$ cat src/rtl/morse_pkg.sv
// Shared definitions for the Morse SOS transmitter/receiver pair:
// FSM encodings, the SOS symbol pattern and default unit counts.
package morse_pkg;

  typedef enum logic [1:0] {
    ST_IDLE = 2'd0,
    ST_MARK = 2'd1,
    ST_GAP  = 2'd2
  } state_e;

  // First symbol lands in the MSB: S O S = dot dot dot, dash dash dash, dot dot dot.
  localparam logic [8:0]  SOS_PATTERN    = 9'b000111000;
  localparam logic [3:0]  SOS_LEN        = 4'd9;
  localparam logic [3:0]  SYM_CNT_MAX    = 4'd10;

  // 250 ms unit at 50 MHz.
  localparam logic [23:0] T_UNIT_DEF     = 24'd12_499_999;
  localparam logic [4:0]  DOT_MAX_DEF    = 5'd7;
  localparam logic [4:0]  DASH_MAX_DEF   = 5'd15;
  localparam logic [4:0]  WORD_GAP_DEF   = 5'd8;
  localparam logic [4:0]  UNIT_CNT_MAX   = 5'd31;

  // Transmitter timing in units, kept here so both sides agree.
  localparam logic [4:0]  TX_DOT_UNITS   = 5'd4;
  localparam logic [4:0]  TX_DASH_UNITS  = 5'd12;
  localparam logic [4:0]  TX_SPACE_UNITS = 5'd2;

  function automatic logic [4:0] unit_sat_inc(input logic [4:0] v);
    return (v == UNIT_CNT_MAX) ? v : v + 5'd1;
  endfunction

endpackage

$ cat src/rtl/morse_unit_timer.sv
// Line synchronizer, edge detector and unit timer for the Morse receiver.
// unit_cnt_o counts whole units since the last edge or clear, saturating at 31.
module morse_unit_timer
  import morse_pkg::*;
#(
  parameter logic [23:0] T_UNIT = T_UNIT_DEF
) (
  input  logic       clk,
  input  logic       rst_n,
  input  logic       pin_i,
  input  logic       clr_i,
  output logic       rise_o,
  output logic       fall_o,
  output logic [4:0] unit_cnt_o
);

  logic        sync1_q;
  logic        pin_s_q;
  logic        pin_d_q;
  logic [23:0] cyc_q, cyc_d;
  logic [4:0]  unit_q, unit_d;

  // Two-flop synchronizer plus a delayed copy for edge detection.
  always_ff @(posedge clk or negedge rst_n) begin
    if (!rst_n) begin
      sync1_q <= 1'b0;
      pin_s_q <= 1'b0;
      pin_d_q <= 1'b0;
    end else begin
      sync1_q <= pin_i;
      pin_s_q <= sync1_q;
      pin_d_q <= pin_s_q;
    end
  end

  assign rise_o = pin_s_q & ~pin_d_q;
  assign fall_o = ~pin_s_q & pin_d_q;

  // Cycle counter wraps at T_UNIT and bumps the saturating unit count.
  always_comb begin
    cyc_d  = cyc_q + 24'd1;
    unit_d = unit_q;
    if (rise_o || fall_o || clr_i) begin
      cyc_d  = '0;
      unit_d = '0;
    end else if (cyc_q == T_UNIT) begin
      cyc_d  = '0;
      unit_d = unit_sat_inc(unit_q);
    end
  end

  // Counter registers.
  always_ff @(posedge clk or negedge rst_n) begin
    if (!rst_n) begin
      cyc_q  <= '0;
      unit_q <= '0;
    end else begin
      cyc_q  <= cyc_d;
      unit_q <= unit_d;
    end
  end

  assign unit_cnt_o = unit_q;

endmodule

$ cat src/rtl/morse_sos_detect.sv
// Morse SOS receiver: classifies marks as dot/dash, collects one word and
// flags "... --- ..." (SOS_Det) or a malformed word (Err).
// Optional feature: define SOS_LATCH_EN to add Led_Out, a sticky SOS indicator.
//
// state | meaning
// IDLE  | waiting for the first mark of a word
// MARK  | line high, measuring mark length
// GAP   | line low inside a word, waiting for next mark or word gap
module morse_sos_detect
  import morse_pkg::*;
#(
  parameter logic [23:0] T_UNIT   = T_UNIT_DEF,
  parameter logic [4:0]  DOT_MAX  = DOT_MAX_DEF,
  parameter logic [4:0]  DASH_MAX = DASH_MAX_DEF,
  parameter logic [4:0]  WORD_GAP = WORD_GAP_DEF
) (
  input  logic CLK,
  input  logic RST_n,
  input  logic Det_En,
  input  logic Pin_In,
  output logic Sym_Valid,
  output logic Sym_Dash,
  output logic SOS_Det,
  output logic Err
`ifdef SOS_LATCH_EN
  ,
  output logic Led_Out
`endif
);

  state_e     state_q, state_d;
  logic [8:0] sym_q, sym_d;
  logic [3:0] cnt_q, cnt_d;
  logic       werr_q, werr_d;
  logic       dash_q, dash_d;
  logic       sym_valid;
  logic       sos_det;
  logic       word_err;
  logic       rise, fall;
  logic [4:0] unit_cnt;
  logic       timer_clr;

  // Restarting the timer on every state change makes each state measure from its own entry.
  assign timer_clr = (state_d != state_q) || !Det_En;

  morse_unit_timer #(
    .T_UNIT(T_UNIT)
  ) u_timer (
    .clk       (CLK),
    .rst_n     (RST_n),
    .pin_i     (Pin_In),
    .clr_i     (timer_clr),
    .rise_o    (rise),
    .fall_o    (fall),
    .unit_cnt_o(unit_cnt)
  );

  // Next-state, symbol collection and word evaluation.
  always_comb begin
    state_d   = state_q;
    sym_d     = sym_q;
    cnt_d     = cnt_q;
    werr_d    = werr_q;
    dash_d    = dash_q;
    sym_valid = 1'b0;
    sos_det   = 1'b0;
    word_err  = 1'b0;
    if (!Det_En) begin
      state_d = ST_IDLE;
      sym_d   = '0;
      cnt_d   = '0;
      werr_d  = 1'b0;
      dash_d  = 1'b0;
    end else begin
      unique case (state_q)
        ST_IDLE: begin
          if (rise) begin
            state_d = ST_MARK;
            sym_d   = '0;
            cnt_d   = '0;
            werr_d  = 1'b0;
          end
        end
        ST_MARK: begin
          if (fall) begin
            state_d = ST_GAP;
            // unit_cnt == 0 is a glitch and is dropped silently.
            if (unit_cnt != 5'd0 && unit_cnt <= DASH_MAX) begin
              sym_valid = 1'b1;
              dash_d    = (unit_cnt > DOT_MAX);
              sym_d     = {sym_q[7:0], dash_d};
              cnt_d     = (cnt_q == SYM_CNT_MAX) ? cnt_q : cnt_q + 4'd1;
            end else if (unit_cnt > DASH_MAX) begin
              werr_d = 1'b1;
            end
          end
        end
        ST_GAP: begin
          // A new mark wins over a coincident word-gap expiry so no edge is lost.
          if (rise) begin
            state_d = ST_MARK;
          end else if (unit_cnt == WORD_GAP) begin
            state_d = ST_IDLE;
            if (cnt_q == SOS_LEN && sym_q == SOS_PATTERN && !werr_q) begin
              sos_det = 1'b1;
            end else if (cnt_q != 4'd0 || werr_q) begin
              word_err = 1'b1;
            end
          end
        end
        default: state_d = ST_IDLE;
      endcase
    end
  end

  // FSM and word registers.
  always_ff @(posedge CLK or negedge RST_n) begin
    if (!RST_n) begin
      state_q <= ST_IDLE;
      sym_q   <= '0;
      cnt_q   <= '0;
      werr_q  <= 1'b0;
      dash_q  <= 1'b0;
    end else begin
      state_q <= state_d;
      sym_q   <= sym_d;
      cnt_q   <= cnt_d;
      werr_q  <= werr_d;
      dash_q  <= dash_d;
    end
  end

  assign Sym_Valid = sym_valid;
  assign Sym_Dash  = sym_valid ? dash_d : dash_q;
  assign SOS_Det   = sos_det;
  assign Err       = word_err;

`ifdef SOS_LATCH_EN
  logic led_q;

  // Sticky SOS indicator; only disabling the detector or reset clears it.
  always_ff @(posedge CLK or negedge RST_n) begin
    if (!RST_n) begin
      led_q <= 1'b0;
    end else if (!Det_En) begin
      led_q <= 1'b0;
    end else if (sos_det) begin
      led_q <= 1'b1;
    end
  end

  assign Led_Out = led_q;
`endif

endmodule

$ cat config.mk
export PLATFORM = sky130hd
export DESIGN_NAME = morse_sos_detect
export DESIGN_NICKNAME = d
export VERILOG_FILES = /design/src/rtl/morse_pkg.sv /design/src/rtl/morse_unit_timer.sv /design/src/rtl/morse_sos_detect.sv
export SDC_FILE = /design/constraint.sdc
export NUM_CORES = 1
export LEC_CHECK = 0
export CORE_UTILIZATION = 28
export CTS_CLUSTER_SIZE = 25
export DETAILED_ROUTE_END_ITERATION = 10
export PLACE_DENSITY = 0.53
export SLEW_MARGIN = 20
export SYNTH_ARGS = -nofsm -noshare
export SYNTH_HDL_FRONTEND = slang
export SYNTH_SLANG_ARGS = --single-unit
$ cat constraint.sdc
create_clock -name CLK -period 2.9 [get_ports CLK]
set_input_delay 0.58 -clock CLK [delete_from_list [all_inputs] [get_ports CLK]]
set_output_delay 0.58 -clock CLK [all_outputs]
set_load 0.01 [all_outputs]
After elaboration in Yosys (flattened, before gate mapping)
Cells that the tools add are included.

cells by class
  add/subtract/negate cells = 3
  order comparisons = 3
  equal/unequal tests = 17
  multiplexer cells = 48
  bitwise gates (word level) = 4
  reductions and logical operators = 17

operator list
  operator                                                                           count
  24-bit two-way mux                                                                 2
  9-bit two-way mux                                                                  4
  1-bit two-way mux                                                                  25
  24-bit by 1-bit adder with 24-bit output (second input constant)                   1
  24-bit == test (second input constant)                                             1
  4-bit two-way mux                                                                  5
  9-bit one-hot mux with 2 select lines                                              1
  5-bit two-way mux                                                                  3
  3-bit inequality test (second input constant)                                      4
  2-bit two-way mux                                                                  5
  5-bit AND reduction                                                                2
  9-bit by 6-bit == test with 1-bit output (second input constant)                   1
  4-bit == test (second input constant)                                              2
  4-bit one-hot mux with 2 select lines                                              1
  3-bit by 2-bit inequality test with 1-bit output (second input constant)           2
  2-bit one-hot mux with 3 select lines                                              1
  5-bit by 1-bit adder with 5-bit output (second input constant)                     1
  5-bit by 4-bit == test with 1-bit output (second input constant)                   1
  5-bit == test (second input constant)                                              1
  5-bit by 3-bit > comparator with 1-bit output (second input constant)              1
  5-bit by 4-bit > comparator with 1-bit output (second input constant)              1
  5-bit by 4-bit less-or-equal comparator with 1-bit output (second input constant)  1
  5-bit nonzero test                                                                 1
  4-bit by 1-bit adder with 4-bit output (second input constant)                     1
  16 further kinds                                                                   24

word-level totals
  flip-flop bits (word level) = 49
  bits of input ports = 4
  word-level logic and storage cells = 102

Depth between registers and ports, before layout
Gate-level depths: netlist (run 1).

  word-level depth = 10
  mapped depth = 8

By module
From an unflattened synthesis (run 1), not the netlist that was laid out.

second synthesis, totals
  cells, all modules = 295
  area total of the unflattened synthesis = 2,835.2 sq um

by module, submodules not included
  module            instances  cells each  area an instance (sq um)
  morse_unit_timer  1          165         1,665.3
  morse_sos_detect  1          130         1,169.9

Worst setup path after synthesis (run 1)
No wires, ideal clock.

  path type = register to output
  from = register u_timer.unit_q[0], in the netlist u_timer.unit_cnt_o[0]
  to = output Sym_Dash
  arrival time = 1,842 ps
  setup slack = 478 ps
  stages on the path, launching flop included = 8
  path buffers = 0
  path through = dfrtp_1 -> ha_1 -> and3_1 -> ha_1 -> nand2b_1 -> o221ai_1 -> nor3_1 -> mux2_2

between the ends
  word-level cells in the longest chain between the ends = 7
  elaborated cells on any way between the ends = 13

RTL lines
  element                                                                                                 RTL line                 source
  from (decl)                                                                                             morse_unit_timer.sv:21   logic [4:0] unit_q, unit_d;
  from (signal assigned)                                                                                  morse_unit_timer.sv:59   unit_q <= unit_d;
  5-bit by 4-bit less-or-equal comparator with 1-bit output / 5-bit nonzero test (equally long branches)  morse_sos_detect.sv:88   if (unit_cnt != 5'd0 && unit_cnt <= DASH_MAX) begin
  1-bit logical AND                                                                                       morse_sos_detect.sv:88
  1-bit two-way mux                                                                                       morse_sos_detect.sv:88
  1-bit two-way mux                                                                                       morse_sos_detect.sv:85   if (fall) begin
  1-bit two-way mux                                                                                       morse_sos_detect.sv:75   unique case (state_q)
  1-bit two-way mux                                                                                       morse_sos_detect.sv:68   if (!Det_En) begin
  1-bit two-way mux *                                                                                     morse_sos_detect.sv:134  assign Sym_Dash = sym_valid ? dash_d : dash_q;
  to (decl)                                                                                               morse_sos_detect.sv:22   output logic Sym_Dash,

Mark *: on every way between the ends. The rest lies on a longest branch, timed or not.

Worst setup path after layout (run 1)
Ends and elaborated chain as after synthesis.

==> results of run 1 <==
## through the flow
step	cell area [sq um]	hold slack (ns)	util (%)	std cells
after CTS	3120	0.197	33.7	410
after global routing	3130	0.217	33.9	410
after detailed placement	2930	0.336	31.7	400
final	3130	0.184	33.9	410
after floorplan	2660	0.284	-	264
after global placement	2930	0.333	31.7	400
## what timing repair did
item | 4_1_cts | 5_1_grt
buffers inserted | 2 | 0
endpoints found under the setup margin | 4 | 3
gates cloned | 0 | 0
hold buffers | 0 | 0
pin swaps | 2 | 2
resized for setup | 9 | 6
## flip-flops by register name, indices dropped and copies added (netlist names)
register	flops
u_timer.cyc_q	24
sym_q	9
u_timer.unit_cnt_o	5
cnt_q	4
state_q	2
dash_q	1
u_timer.pin_d_q	1
u_timer.pin_s_q	1
u_timer.sync1_q	1
werr_q	1
## layer usage
layer	global-route usage (%)	vias up	routed length [um]
met2	19.6	10	2570
met1	15.1	972	2660
li1	-	1015	-
met3	2.32	2	100
met4	2.26	0	15
met5	0	-	0
## Yosys cell counts (2+ instances only)
cell / instances
sky130_fd_sc_hd__nor3b_1: 3
sky130_fd_sc_hd__nand3b_1: 3
sky130_fd_sc_hd__xor2_1: 3
sky130_fd_sc_hd__nor3_1: 19
sky130_fd_sc_hd__inv_1: 13
sky130_fd_sc_hd__nor2_1: 8
sky130_fd_sc_hd__and3_1: 2
sky130_fd_sc_hd__o21ai_0: 11
sky130_fd_sc_hd__ha_1: 11
sky130_fd_sc_hd__o21a_1: 3
sky130_fd_sc_hd__or3_1: 10
sky130_fd_sc_hd__nor4b_1: 3
sky130_fd_sc_hd__clkbuf_1: 12
sky130_fd_sc_hd__or4_1: 6
sky130_fd_sc_hd__mux2i_1: 3
sky130_fd_sc_hd__nand2b_1: 5
sky130_fd_sc_hd__nand2_1: 11
sky130_fd_sc_hd__a22o_1: 10
sky130_fd_sc_hd__mux2_2: 2
sky130_fd_sc_hd__nand4_1: 8
sky130_fd_sc_hd__nand3_1: 11
sky130_fd_sc_hd__a211oi_1: 11
sky130_fd_sc_hd__dfrtp_1: 49
sky130_fd_sc_hd__nor2b_1: 2
sky130_fd_sc_hd__a21oi_1: 7
sky130_fd_sc_hd__o31ai_1: 4
sky130_fd_sc_hd__nor4_1: 4
sky130_fd_sc_hd__xnor2_1: 10
## cells in the final DEF (no fill, tap or decap), drive strengths merged, types with 4 or more instances in the layout
cell type / count
a21oi: 7
nand2b: 5
xnor2: 10
inv: 14
nand2: 11
nor4: 4
or3: 10
a211oi: 12
buf: 16
nand4: 10
a22o: 10
nor3: 19
nor2: 8
dfrtp: 49
o31ai: 4
clkbuf: 6
nand3: 11
or4: 7
ha: 11
o21ai: 12
## worst max-delay path: stages, from the launching register on
cell	delay [ns]
sky130_fd_sc_hd__dfrtp_1	0.37
sky130_fd_sc_hd__ha_2	0.18
sky130_fd_sc_hd__and3_4	0.21
sky130_fd_sc_hd__ha_4	0.15
sky130_fd_sc_hd__nand2b_4	0.12
sky130_fd_sc_hd__o221ai_2	0.10
sky130_fd_sc_hd__nor3_2	0.16
sky130_fd_sc_hd__buf_4	0.14
sky130_fd_sc_hd__mux2_2	0.31
sky130_fd_sc_hd__clkbuf_2	0.13
## worst paths after layout
kind / from / end / cells past startpoint
max: u_timer.unit_cnt_o[0] / Sym_Dash / 9
min: RST_n / sym_q[6] / 1
max reg2reg: u_timer.cyc_q[0] / u_timer.cyc_q[22] / 5
min reg2reg: u_timer.sync1_q / u_timer.pin_s_q / 0
max in group asynchronous: RST_n / u_timer.cyc_q[6] / 2
min in group CLK: u_timer.sync1_q / u_timer.pin_s_q / 0
## logic make-up after synthesis
group / after synthesis / synth area share [%]
muxes: 5 / 1.98
buffers and inverters: 26 / 3.72
DFF: 49 / 46.1
xor gates and xnor gates: 13 / 4.28
AOI/OAI and AO/OA: 56 / 15.1
adders and majority gates: 11 / 5.18
and+or+nand+nor: 104 / 23.7
## cell type report
cell class	instances	area share (%)
Clock buffer	5	2.20
Clock inverter	3	2.20
Inverter	13	1.56
Multi-Input combinational cell	189	44.2
Sequential cell	49	39.2
Tap cell	129	5.16
Timing Repair Buffer	22	5.52
## power breakdown
part	internal (mW)	switching (mW)	leakage (nW)
combinational	0.0175	0.0414	0.489
sequential	0.688	0.00539	0.677
clock	0.347	0.243	0.0687
==> summary.md, run 1 <==
| Metric | Value |
|---|---|
| Placed wire-length estimate | 3.70 mm |
| Final Setup Violations | 0 |
| Highest attainable clock frequency | 0.365 GHz |
| Mean instance size in the synthesized netlist | 10.1 sq um |
| Clock latency reported for the late side of the worst-skew pair | 0.30 ns |
| X dimension of the die | 99.4 um |
| Overall power | 1.34 mW |
| Area of the mapped netlist | 2660 sq um |
| Number of violations of the max-capacitance limit | 0 |
| P per Cell Area | 429 nW/um^2 |
| Number of sinks on the clock net | 49 |
| Number of enable flip-flop cells after synthesis | 0 |
| Storage element area | 1230 sq um |
| Count of pins on the block boundary | 8 |
| # H-tree levels | 2 |
| First-pass DRT Iterations | 4 |
| Shortest period the worst path allows | 2.74 ns |
| Crit path launch type | flip-flop |
| Arrival time at the worst endpoint | 2.16 ns |
| Number of buffers added by the clock tree synthesis step | 5 |
| Post-route antenna net violation count | 0 |
| Maximum fanout along the worst path | 4 |
| Floorplan row count | 35 |
| Crit path required time | 2.32 ns |
| Worst setup EP type | output pin |
| Leakage power summed over all cells | 1.23 nW |
| Top-area cell type share of the netlist area | 46.1% |
| Warnings from Yosys | 0 |
| Hold Vio Cnt, Final | 0 |
| Worst slew margin relative to its limit | 58.9% |
| Total track usage | 11.5% |
| Die Span Y | 99.4 um |
| Core box area | 9240 sq um |
| Total Neg Setup Slack | 0 ns |
| CTS tree | done |
| Global-route wire length before repair | 9.31 mm |
| Register area share after synthesis | 46.1% |
| Number of global-route vias before repair | 1987 |
| Antenna violations before repair | 0 |
| Die ar. | 9890 sq um |
| Setup slack after placement | 0.0443 ns |
| Flops & latches, synth | 49 |
| Final Cycle Share | 94.4% |
| Proportion of layout cells with a drive suffix above 1 | 14.9% |
| Post-synthesis net count | 279 |
| Total global routing overflow | 0 |
| Detailed-route wire length per cell | 13.0 um |
| Area of combinational cells with multiple inputs | 1380 sq um |
| Result of the run | complete, no violations |
| Post-synth cell types | 48 |
| Routed WL | 5.35 mm |
| Worst slew pin tran | 0.612 ns |
| Post-synthesis cell type with the largest combined area | sky130_fd_sc_hd__dfrtp_1 |
| Max rail drop VDD | 0.190 mV |
| Vias | 1999 |
| Drt drc | 0 |
| Fraction of registers with async set/reset | 100% |
| Port buffer count | 7 |
| Area added between synthesis and finish | 17.7% |
| Largest cells by area after synthesis | sky130_fd_sc_hd__dfrtp_1, sky130_fd_sc_hd__ha_1, sky130_fd_sc_hd__nor3_1 |
| Max Clock Skew | 0.0163 ns |
| Maximum number of pins on one net before global-route repair | 33 |
| RD Place Congestion | 0.735 |
| Flip-flop cell with the highest count after synthesis | sky130_fd_sc_hd__dfrtp_1 |
| Post-route setup slack | 0.161 ns |
| Longest Clk Path Bufs | 2 |
| Ant diodes | 0 |
| Filler cell count | 923 |
| Start-to-end type of the worst setup path | flip-flop to output pin |
| Clock root cell | sky130_fd_sc_hd__clkbuf_8 |
| Number of nets in the layout | 295 |
| Setup repair after global routing missed its margin | no |
| Synthesized netlist cell count | 264 |
| Detailed-route vias per instance | 4.88 |
| Initial DRC Count | 44 |
| Initial core utilization | 28.8% |
| Hold Path Class | input port to async pin |
| Max Transition Viols Final | 0 |
| Reg-to-reg setup timing slack | 0.48 ns |
| Clock edge transition at the registers on the reported setup and hold paths | 0.11 ns |
No activity file was read; power rests on OpenSTA's default activity.
==> run 2: changes to the inputs <==
CORE_MARGIN = 3   (was not set)
PLACE_DENSITY = 0.52   (was 0.53)
SYNTH_HIERARCHICAL = 1   (was not set)
==> run 2 against run 1 <==
  * Critical path type unchanged
  * Sequential power hardly changed
  * Design area is 2.1% higher
  * Flip-flop and latch count stayed put
  * Worst hold slack better by 0.11 ns
  * Sequential share of layout area is 0.80 points lower
  * Critical endpoint unchanged
  * Largest cell class unchanged
  * Highest routed layer unchanged
  * First-iteration DRC count grew to 2.7 times the previous value
==> summary.md, run 2 <==
| Metric | Value |
|---|---|
| Largest cells by area after synthesis | sky130_fd_sc_hd__dfrtp_1, sky130_fd_sc_hd__o211ai_1, sky130_fd_sc_hd__nand4_1 |
| RD Place Congestion | 0.802 |
| Routed WL | 6.20 mm |
| Number of buffers added by the clock tree synthesis step | 5 |
| Result of the run | complete, no violations |
| Final Cycle Share | 95.5% |
| Clock latency reported for the late side of the worst-skew pair | 0.31 ns |
| Die Span Y | 107 um |
| Max reg flops | 24 |
| Number of enable flip-flop cells after synthesis | 0 |
| Area of the mapped netlist | 2840 sq um |
| Worst slew pin tran | 0.974 ns |
| Number of global-route vias before repair | 2224 |
| Reg-to-reg setup timing slack | 0.47 ns |
| Placed wire-length estimate | 4.23 mm |
| Flip-flop cell with the highest count after synthesis | sky130_fd_sc_hd__dfrtp_1 |
| Clock edge transition at the registers on the reported setup and hold paths | 0.10 ns |
| Area of combinational cells with multiple inputs | 1450 sq um |
| Crit path launch type | flip-flop |
| Area added between synthesis and finish | 12.7% |
| Delay of the slowest cell on the worst path | 0.58 ns |
| Fraction of registers with async set/reset | 100% |
| Count of pins on the block boundary | 8 |
| P per Cell Area | 394 nW/um^2 |
| Initial core utilization | 28.9% |
| Post-route antenna net violation count | 0 |
| Met3 global-route usage | 1.99% |
| Placed standard-cell area | 3050 sq um |
| Warnings from Yosys | 6 |
| Most common cell after layout, fill and taps aside | sky130_fd_sc_hd__dfrtp_1 |
| Max Transition Viols Final | 0 |
| Hold Vio Cnt, Final | 0 |
| Setup slack after placement | 0.194 ns |
| Die ar. | 11400 sq um |
| Top library cells by usage in the layout, fill and taps aside | sky130_fd_sc_hd__dfrtp_1, sky130_fd_sc_hd__inv_1, sky130_fd_sc_hd__nor2_1 |
| Cell type of the slowest stage on the worst timing path | sky130_fd_sc_hd__or4_4 |
| # H-tree levels | 2 |
| Worst slew margin relative to its limit | 34.6% |
| Number of sinks on the clock net | 49 |
| Leakage power summed over all cells | 1.22 nW |
| Ant diodes | 0 |
| Clock root cell | sky130_fd_sc_hd__clkbuf_8 |
| Longest Clk Path Bufs | 2 |
| Number of buffers added to fix hold violations after cts | 0 |
| Post-route setup slack | 0.131 ns |
| Total global routing overflow | 0 |
| Arrival time at the worst endpoint | 2.19 ns |
| Post-synthesis cell type with the largest combined area | sky130_fd_sc_hd__dfrtp_1 |
| Cell area after layout | 3200 sq um |
| Port buffer count | 7 |
| Category of cells accounting for the largest share of critical-path delay | simple AND/OR/NAND/NOR gates |
| Max Clock Skew | 0.0147 ns |
| First-pass DRT Iterations | 4 |
| X dimension of the die | 107 um |
| Busiest layer in global routing | met2 |
| Total track usage | 11.5% |
| Register area share after synthesis | 43.2% |
| R2R depth | 5 |
| Vias | 2291 |
| Mean instance size in the synthesized netlist | 9.61 sq um |
| Maximum number of pins on one net before global-route repair | 30 |
| Number of violations of the max-capacitance limit | 0 |
| Flops & latches, synth | 49 |
| Met2 track demand over resource in global routing | 18.2% |
| Number of nets in the layout | 319 |
| Global-route wire length before repair | 10.7 mm |
| FF-to-FF End | u_timer/cyc_q[12] |
| Core box area | 9820 sq um |
| Start-to-end type of the worst setup path | flip-flop to output pin |
| Highest attainable clock frequency | 0.361 GHz |
| Largest Register | u_timer/cyc_q |
| Global routing met1 resource utilization | 16.2% |
| Proportion of layout cells with a drive suffix above 1 | 11.1% |
| Bufs and invs on worst path | 1 |
| Floorplan row count | 36 |
| Maximum fanout along the worst path | 6 |
| Crit path required time | 2.32 ns |
| Synthesized netlist cell count | 295 |
| Final design utilization | 32.5% |
| List of cells traversed by the critical path | or4_4 > and3_1 > o21ai_2 > clkdlybuf4s50_1 |
| Post-synthesis net count | 308 |
| Initial DRC Count | 118 |
| Final Setup Violations | 0 |
| WP depth | 4 |
| CTS tree | done |
| Total Neg Setup Slack | 0 ns |
| Library cell with the highest instance count after synthesis | sky130_fd_sc_hd__dfrtp_1 |
| Shortest period the worst path allows | 2.77 ns |
| Most frequent cells after synthesis | sky130_fd_sc_hd__dfrtp_1, sky130_fd_sc_hd__inv_1, sky130_fd_sc_hd__nor2_1 |
| Max rail drop VDD | 0.261 mV |
| Worst hold slack across all endpoints | 0.291 ns |
| Setup repair after global routing missed its margin | no |
| Filler cell count | 1053 |
| Detailed-route wire length per cell | 14.1 um |
| Worst setup EP type | output pin |
| Drt drc | 0 |
| Top-area cell type share of the netlist area | 43.2% |
| Detailed-route vias per instance | 5.21 |
| Antenna violations before repair | 0 |
| Beginning of the worst register-to-register path | u_timer/cyc_q[14] |
| Hold Path Class | input port to async pin |
| Storage element area | 1230 sq um |
| Post-synth cell types | 53 |
run 2: area by class of cell:
| class | instances | share of cell area, % |
|---|---|---|
| timing repair buffer | 18 | 4.62 |
| tap | 133 | 5.21 |
| sequential | 49 | 38.4 |
| clock buffer | 6 | 2.27 |
| inverter | 25 | 3.05 |
| clock inverter | 2 | 1.21 |
| multi-input combinational | 207 | 45.3 |
run 2: worst max path at each step:
stage	slack (ns)	to	start
floorplan	0.82	u_timer/unit_cnt_o[3]	u_timer/unit_cnt_o[0]
global placement	0.21	Sym_Dash	Det_En
detailed placement	0.19	Sym_Dash	Det_En
CTS	0.01	Sym_Dash	u_timer/unit_cnt_o[3]
global route	0.04	Sym_Dash	u_timer/unit_cnt_o[1]
finish	0.13	Sym_Dash	u_timer/unit_cnt_o[1]
run 2: kinds of logic (layout without fill, tap and decap cells):
family	after synthesis	after routing	share of synthesized area, %
flip-flops	49	49	43.2
multiplexers	2	2	0.706
adder cells (fa/ha/maj)	9	9	3.97
AO/OA/AOI/OAI	66	66	16.5
AND/OR/NAND/NOR	118	118	25.9
buffers and inverters	39	51	5.96
XOR/XNOR	12	12	3.71
run 2: worst reg2reg max path: stages (launching register included):
cell and delay [ns]:
sky130_fd_sc_hd__dfrtp_1 0.47, sky130_fd_sc_hd__nor4b_1 0.42, sky130_fd_sc_hd__nand4_1 0.35, sky130_fd_sc_hd__o41ai_4 0.66
sky130_fd_sc_hd__buf_4 0.33, sky130_fd_sc_hd__nor2_1 0.08
run 2: routing by layer:
layer	vias to the layer above	wire length [um]
met5	-	0
met4	0	56
met3	5	170
met2	30	2920
met1	1129	3050
li1	1127	-
run 2: per-stage QoR:
| step | total power [mW] | cells |
|---|---|---|
| CTS | 1.28 | 436 |
| global placement | 0.771 | 428 |
| finish | 1.26 | 440 |
| global route | 1.31 | 440 |
| floorplan | 0.741 | 295 |
| detailed placement | 0.771 | 428 |
run 2: what timing repair did:
| action | 4_1_cts | 5_1_grt |
|---|---|---|
| endpoints found under the setup margin | 1 | 1 |
| gates resized for setup | 0 | 1 |
| buffers inserted | 0 | 4 |
| pin swaps | 1 | 1 |
run 2: power by group:
| part | internal, mW | switching [mW] | total (mW) |
|---|---|---|---|
| registers | 0.688 | 0.00587 | 0.693 |
| clock network | 0.260 | 0.245 | 0.504 |
| logic | 0.0188 | 0.0438 | 0.0626 |
| total | 0.966 | 0.294 | 1.26 |
==> run 3: changes to the inputs <==
PLACE_DENSITY = 0.54   (was 0.52)
TNS_END_PERCENT = 10   (was not set)
clock period = 2.45 ns   (was 2.9 ns; I/O delays follow)
==> run 3 against run 2 <==
  * Clock power up 14%
  * Combinational power up 32%
  * Non-clock buffer count up 15
  * Global-route usage up 0.44 points
  * Total power up 17%
  * Critical path type unchanged
==> summary.md, run 3 (same netlist as run 2, synthesis figures left out) <==
| Metric | Value |
|---|---|
| Maximum number of pins on one net before global-route repair | 33 |
| Setup repair after global routing missed its margin | no |
| Final Setup Violations | 0 |
| Delay of the slowest cell on the worst path | 0.50 ns |
| Number of global-route vias before repair | 2290 |
| R2R depth | 6 |
| Die ar. | 11400 sq um |
| P per Cell Area | 445 nW/um^2 |
| RD Place Congestion | 0.828 |
| Max Transition Viols Final | 0 |
| First-pass DRT Iterations | 4 |
| Filler cell count | 1049 |
| Total track usage | 11.9% |
| Start-to-end type of the worst setup path | flip-flop to output pin |
| Routed WL | 6.35 mm |
| Number of violations of the max-capacitance limit | 0 |
| Area added between synthesis and finish | 17.1% |
| Top library cells by usage in the layout, fill and taps aside | sky130_fd_sc_hd__dfrtp_1, sky130_fd_sc_hd__buf_4, sky130_fd_sc_hd__inv_1 |
| Drt drc | 0 |
| Leakage power summed over all cells | 1.31 nW |
| Cell area after layout | 3320 sq um |
| Hold Path Class | input port to async pin |
| Ant diodes | 0 |
| Die Span Y | 107 um |
| Initial core utilization | 28.9% |
| Total global routing overflow | 0 |
| Largest Register | u_timer/cyc_q |
| Global-route wire length before repair | 11.1 mm |
| Number of buffers added by the clock tree synthesis step | 5 |
| Clock edge transition at the registers on the reported setup and hold paths | 0.10 ns |
| Initial DRC Count | 58 |
| Area of combinational cells with multiple inputs | 1460 sq um |
| Detailed-route vias per instance | 5.08 |
| Clock root cell | sky130_fd_sc_hd__clkbuf_8 |
| Longest Clk Path Bufs | 2 |
| Hold Vio Cnt, Final | 0 |
| Clock latency reported for the late side of the worst-skew pair | 0.30 ns |
| Final Cycle Share | 95.1% |
| Highest attainable clock frequency | 0.429 GHz |
| Beginning of the worst register-to-register path | u_timer/unit_cnt_o[0] |
| Final design utilization | 33.8% |
| Worst setup EP type | output pin |
| Worst hold slack across all endpoints | 0.129 ns |
| Crit path launch type | flip-flop |
| Detailed-route wire length per cell | 14.0 um |
| Worst slew margin relative to its limit | 65.2% |
| Storage element area | 1230 sq um |
| Number of nets in the layout | 334 |
| List of cells traversed by the critical path | or4_4 > and3_1 > o21ai_2 > dlygate4sd2_1 |
| Number of buffers added to fix hold violations after cts | 0 |
| Timing startpoint of the critical path | u_timer/unit_cnt_o[1] |
| Core box area | 9820 sq um |
| Crit path required time | 1.96 ns |
| Antenna violations before repair | 0 |
| X dimension of the die | 107 um |
| Cell type of the slowest stage on the worst timing path | sky130_fd_sc_hd__or4_4 |
| Max reg flops | 24 |
| Proportion of layout cells with a drive suffix above 1 | 16.5% |
| Placed wire-length estimate | 4.41 mm |
| Arrival time at the worst endpoint | 1.84 ns |
| CTS tree | done |
| FF-to-FF End | u_timer/unit_cnt_o[3] |
| Shortest period the worst path allows | 2.33 ns |
| Worst slew pin tran | 0.517 ns |
| Reg-to-reg setup timing slack | 0.21 ns |
| Port buffer count | 7 |
| Maximum fanout along the worst path | 6 |
| Vias | 2308 |
| Floorplan row count | 36 |
| Count of pins on the block boundary | 8 |
| Max Clock Skew | 0.0167 ns |
| Most common cell after layout, fill and taps aside | sky130_fd_sc_hd__dfrtp_1 |
| # H-tree levels | 2 |
| Placed standard-cell area | 3200 sq um |
| Max rail drop VDD | 0.204 mV |
| Number of sinks on the clock net | 49 |
| Post-route antenna net violation count | 0 |
| Result of the run | complete, no violations |
==> run 3: stage by stage <==
step	TNS, ns	cells	power, mW	setup WS [ns]
3_3_place_gp	-0.0478	446	0.919	-0.0390
5_1_grt	0	454	1.54	0.0190
4_1_cts	0	453	1.50	0.0577
6_report	0	454	1.48	0.119
2_1_floorplan	0	295	0.877	0.372
3_5_place_dp	-0.0917	446	0.919	-0.0570
==> run 3: area by class of cell <==
type	instances	share of cell area [%]
well taps	133	5.01
repair buffers	33	8.07
clock inverters	2	1.06
clock buffers	5	2.07
multi-input cells	207	44.0
flip-flops and latches	49	37.0
inverters	25	2.83
==> run 3: repair_timing <==
item | 4_1_cts | 5_1_grt
resized for setup | 8 | 1
buffers inserted | 0 | 1
setup endpoints to repair | 4 | 11
hold endpoints to repair | 0 | 0
pin swaps | 1 | 1
==> run 3: per-layer routing <==
metal  track usage, %  vias to the layer above  wire length (um)
met4             3.29                        0                61
li1                 -                     1154                 -
met3             2.05                        7               208
met2             18.5                       35              2910
met5                0                        -                 0
met1             17.1                     1112              3170
==> run 3: worst max-delay path by stage <==
stage,end,slack [ns],cells past startpoint
3_3_place_gp,Sym_Dash,-0.04,5
6_report,Sym_Dash,0.12,4
2_1_floorplan,u_timer/unit_cnt_o[3],0.37,6
5_1_grt,Err,0.02,5
4_1_cts,u_timer/cyc_q[6],0.06,5
3_5_place_dp,Sym_Dash,-0.06,5
==> run 3: worst max-delay path, delay by kind of cell (launching register included) <==
| kind | cells | cell delay, ns |
|---|---|---|
| buffers and inverters | 1 | 0.27 |
| AO/OA/AOI/OAI | 1 | 0.10 |
| AND/OR/NAND/NOR | 2 | 0.72 |
| flip-flops | 1 | 0.45 |
==> run 3: power by group <==
part / internal [mW] / total [mW] / switching, mW / leakage (nW)
registers: 0.814 / 0.821 / 0.00695 / 0.673
logic: 0.0293 / 0.0825 / 0.0532 / 0.587
clock network: 0.298 / 0.573 / 0.275 / 0.0540
==> RTL change, RTL diff (config.mk and constraints of run 2) <==
Compare `cnt_q` against `SOS_LEN` with >= in place of ==.
--- a/src/rtl/morse_sos_detect.sv
+++ b/src/rtl/morse_sos_detect.sv
@@ -102,5 +102,5 @@
           end else if (unit_cnt == WORD_GAP) begin
             state_d = ST_IDLE;
-            if (cnt_q == SOS_LEN && sym_q == SOS_PATTERN && !werr_q) begin
+            if (cnt_q >= SOS_LEN && sym_q == SOS_PATTERN && !werr_q) begin
               sos_det = 1'b1;
             end else if (cnt_q != 4'd0 || werr_q) begin
Check against the original RTL: no difference found for any inputs over 10 cycles, from zero or initial values and one cycle with RST_n low; that may be too few to reach the edited logic, so the function may still have changed.
==> RTL change against run 2 <==
  * Final cell count up 0.91%
  * Sequential share of layout area about the same
  * Cell area about the same
  * Power up 1.1%
  * Sequential cell count unchanged
  * Setup slack worse by 0.016 ns
  * Area after synthesis up 0.88%
  * Wire length up 1.9%
==> RTL change: results <==
clock_network:
  h-tree-depth: 2
  cts_buffers: 5
  clockBufferDepth: 2
  cts_setup_buffers: 1
  cts_root_buffer: "clkbuf_8"
placement:
  gp_congestion: 0.776
  hpwlAfterDp_um: 4360
  post_dp_cell_area_um2: 3070
  dp_slack_ns: 0.218
run_status:
  status: "completed"
timing:
  tightest_slew_ns: 0.947
  fin_skew_ns: 0.0106
global_route:
  grt_pass1_vias: 2193
  grt_pass1_wl_um: 10900
  antenna_found_initial: 0
  grt_start_max_net_pins: 28
  track_usage: 0.116
final_layout:
  antennaDiodeCount: 0
  drive_above_1_share: 0.0804
  regMostFlops: "u_timer/cyc_q"
  fin_cells: 444
  nets: 323
  largest_reg_flops: 24
route:
  drtIter0Drc: 82
  antenna_left: 0
  vias: 2299
  routed_wl_um: 6320
  drt_first_pass_iters: 4
setup_path:
  slowest_delay_ns: 0.57
  path_max_fanout: 12
  crit_family: "simple AND/OR/NAND/NOR gates"
  cp_slowest_cell: "clkdlybuf4s50_1"
synth:
  synthCells: 302
  synthArstFlopShare: 1.00
  synth-seq-area-share: 0.429
  ys_top_cells_by_area: "dfrtp_1 43%, o211ai_1 5.5%, ha_1 3.9%, nand4_1 3.7%, inv_1 3.1%"
  ys_top_cells_by_count: "49 x dfrtp_1, 24 x inv_1, 21 x nor2_1, 21 x o211ai_1, 17 x nand4_1"
  yosysWarningCount: 6
hold_path:
  hold_class: "input pin to async pin"
power_and_ir_drop:
  irDropWorstVdd_v: 0.000204
  p_leak_nw: 1.19
  p_sw_frac: 0.225
RTL change: cell count changes after synthesis, moves of 4 or more:
cell	delta
xor2_1	+4
o21ai_0	-6
o21ai_1	+4
nor3_1	+7
nand3_1	+4
or4_1	+4
RTL change: logic make-up (layout without fill, tap and decap cells):
family / after synthesis / in the layout / synth area share
mux: 2 / 2 / 0.00744
xor+xnor: 14 / 14 / 0.0429
flops: 49 / 49 / 0.429
buf+inv: 40 / 49 / 0.0612
compound gates: 63 / 63 / 0.150
simple gates: 125 / 125 / 0.270
fa+ha+maj: 9 / 9 / 0.0394
RTL change: final timing paths:
check | startpoint | endpoint | slack, ns | cells after the start
hold / removal | RST_n | cnt_q[3] | 0.25 | 2
hold reg to reg | u_timer/sync1_q | u_timer/pin_s_q | 0.37 | 0
setup reg to reg | u_timer/cyc_q[0] | u_timer/unit_cnt_o[2] | 0.60 | 5
max in group asynchronous | RST_n | u_timer/cyc_q[14] | 2.34 | 2
min in group CLK | u_timer/sync1_q | u_timer/pin_s_q | 0.37 | 0
setup / recovery | u_timer/unit_cnt_o[4] | Err | 0.12 | 4
RTL change: metal layers:
layer / track usage / share of wire
met1: 0.163 / 0.50
met5: 0 / 0
met4: 0.0192 / 0.0063
met2: 0.185 / 0.46
met3: 0.0259 / 0.034
RTL change: power by group through the flow:
stage               Clock, mW  Combinational (mW)  Sequential [mW]
floorplan                   0              0.0339            0.704
global placement            0              0.0635            0.707
detailed placement          0              0.0639            0.707
CTS                     0.535              0.0640            0.694
global route            0.568              0.0718            0.695
finish                  0.518              0.0617            0.694
RTL change: cell type report:
type | instances | area, µm²
inverter | 25 | 97.6
fill | 1017 | 6670
timing repair buffer | 16 | 133
clock buffer | 7 | 86.3
sequential | 49 | 1230
multi-input combinational | 213 | 1460
tap | 133 | 166
clock inverter | 1 | 30.0
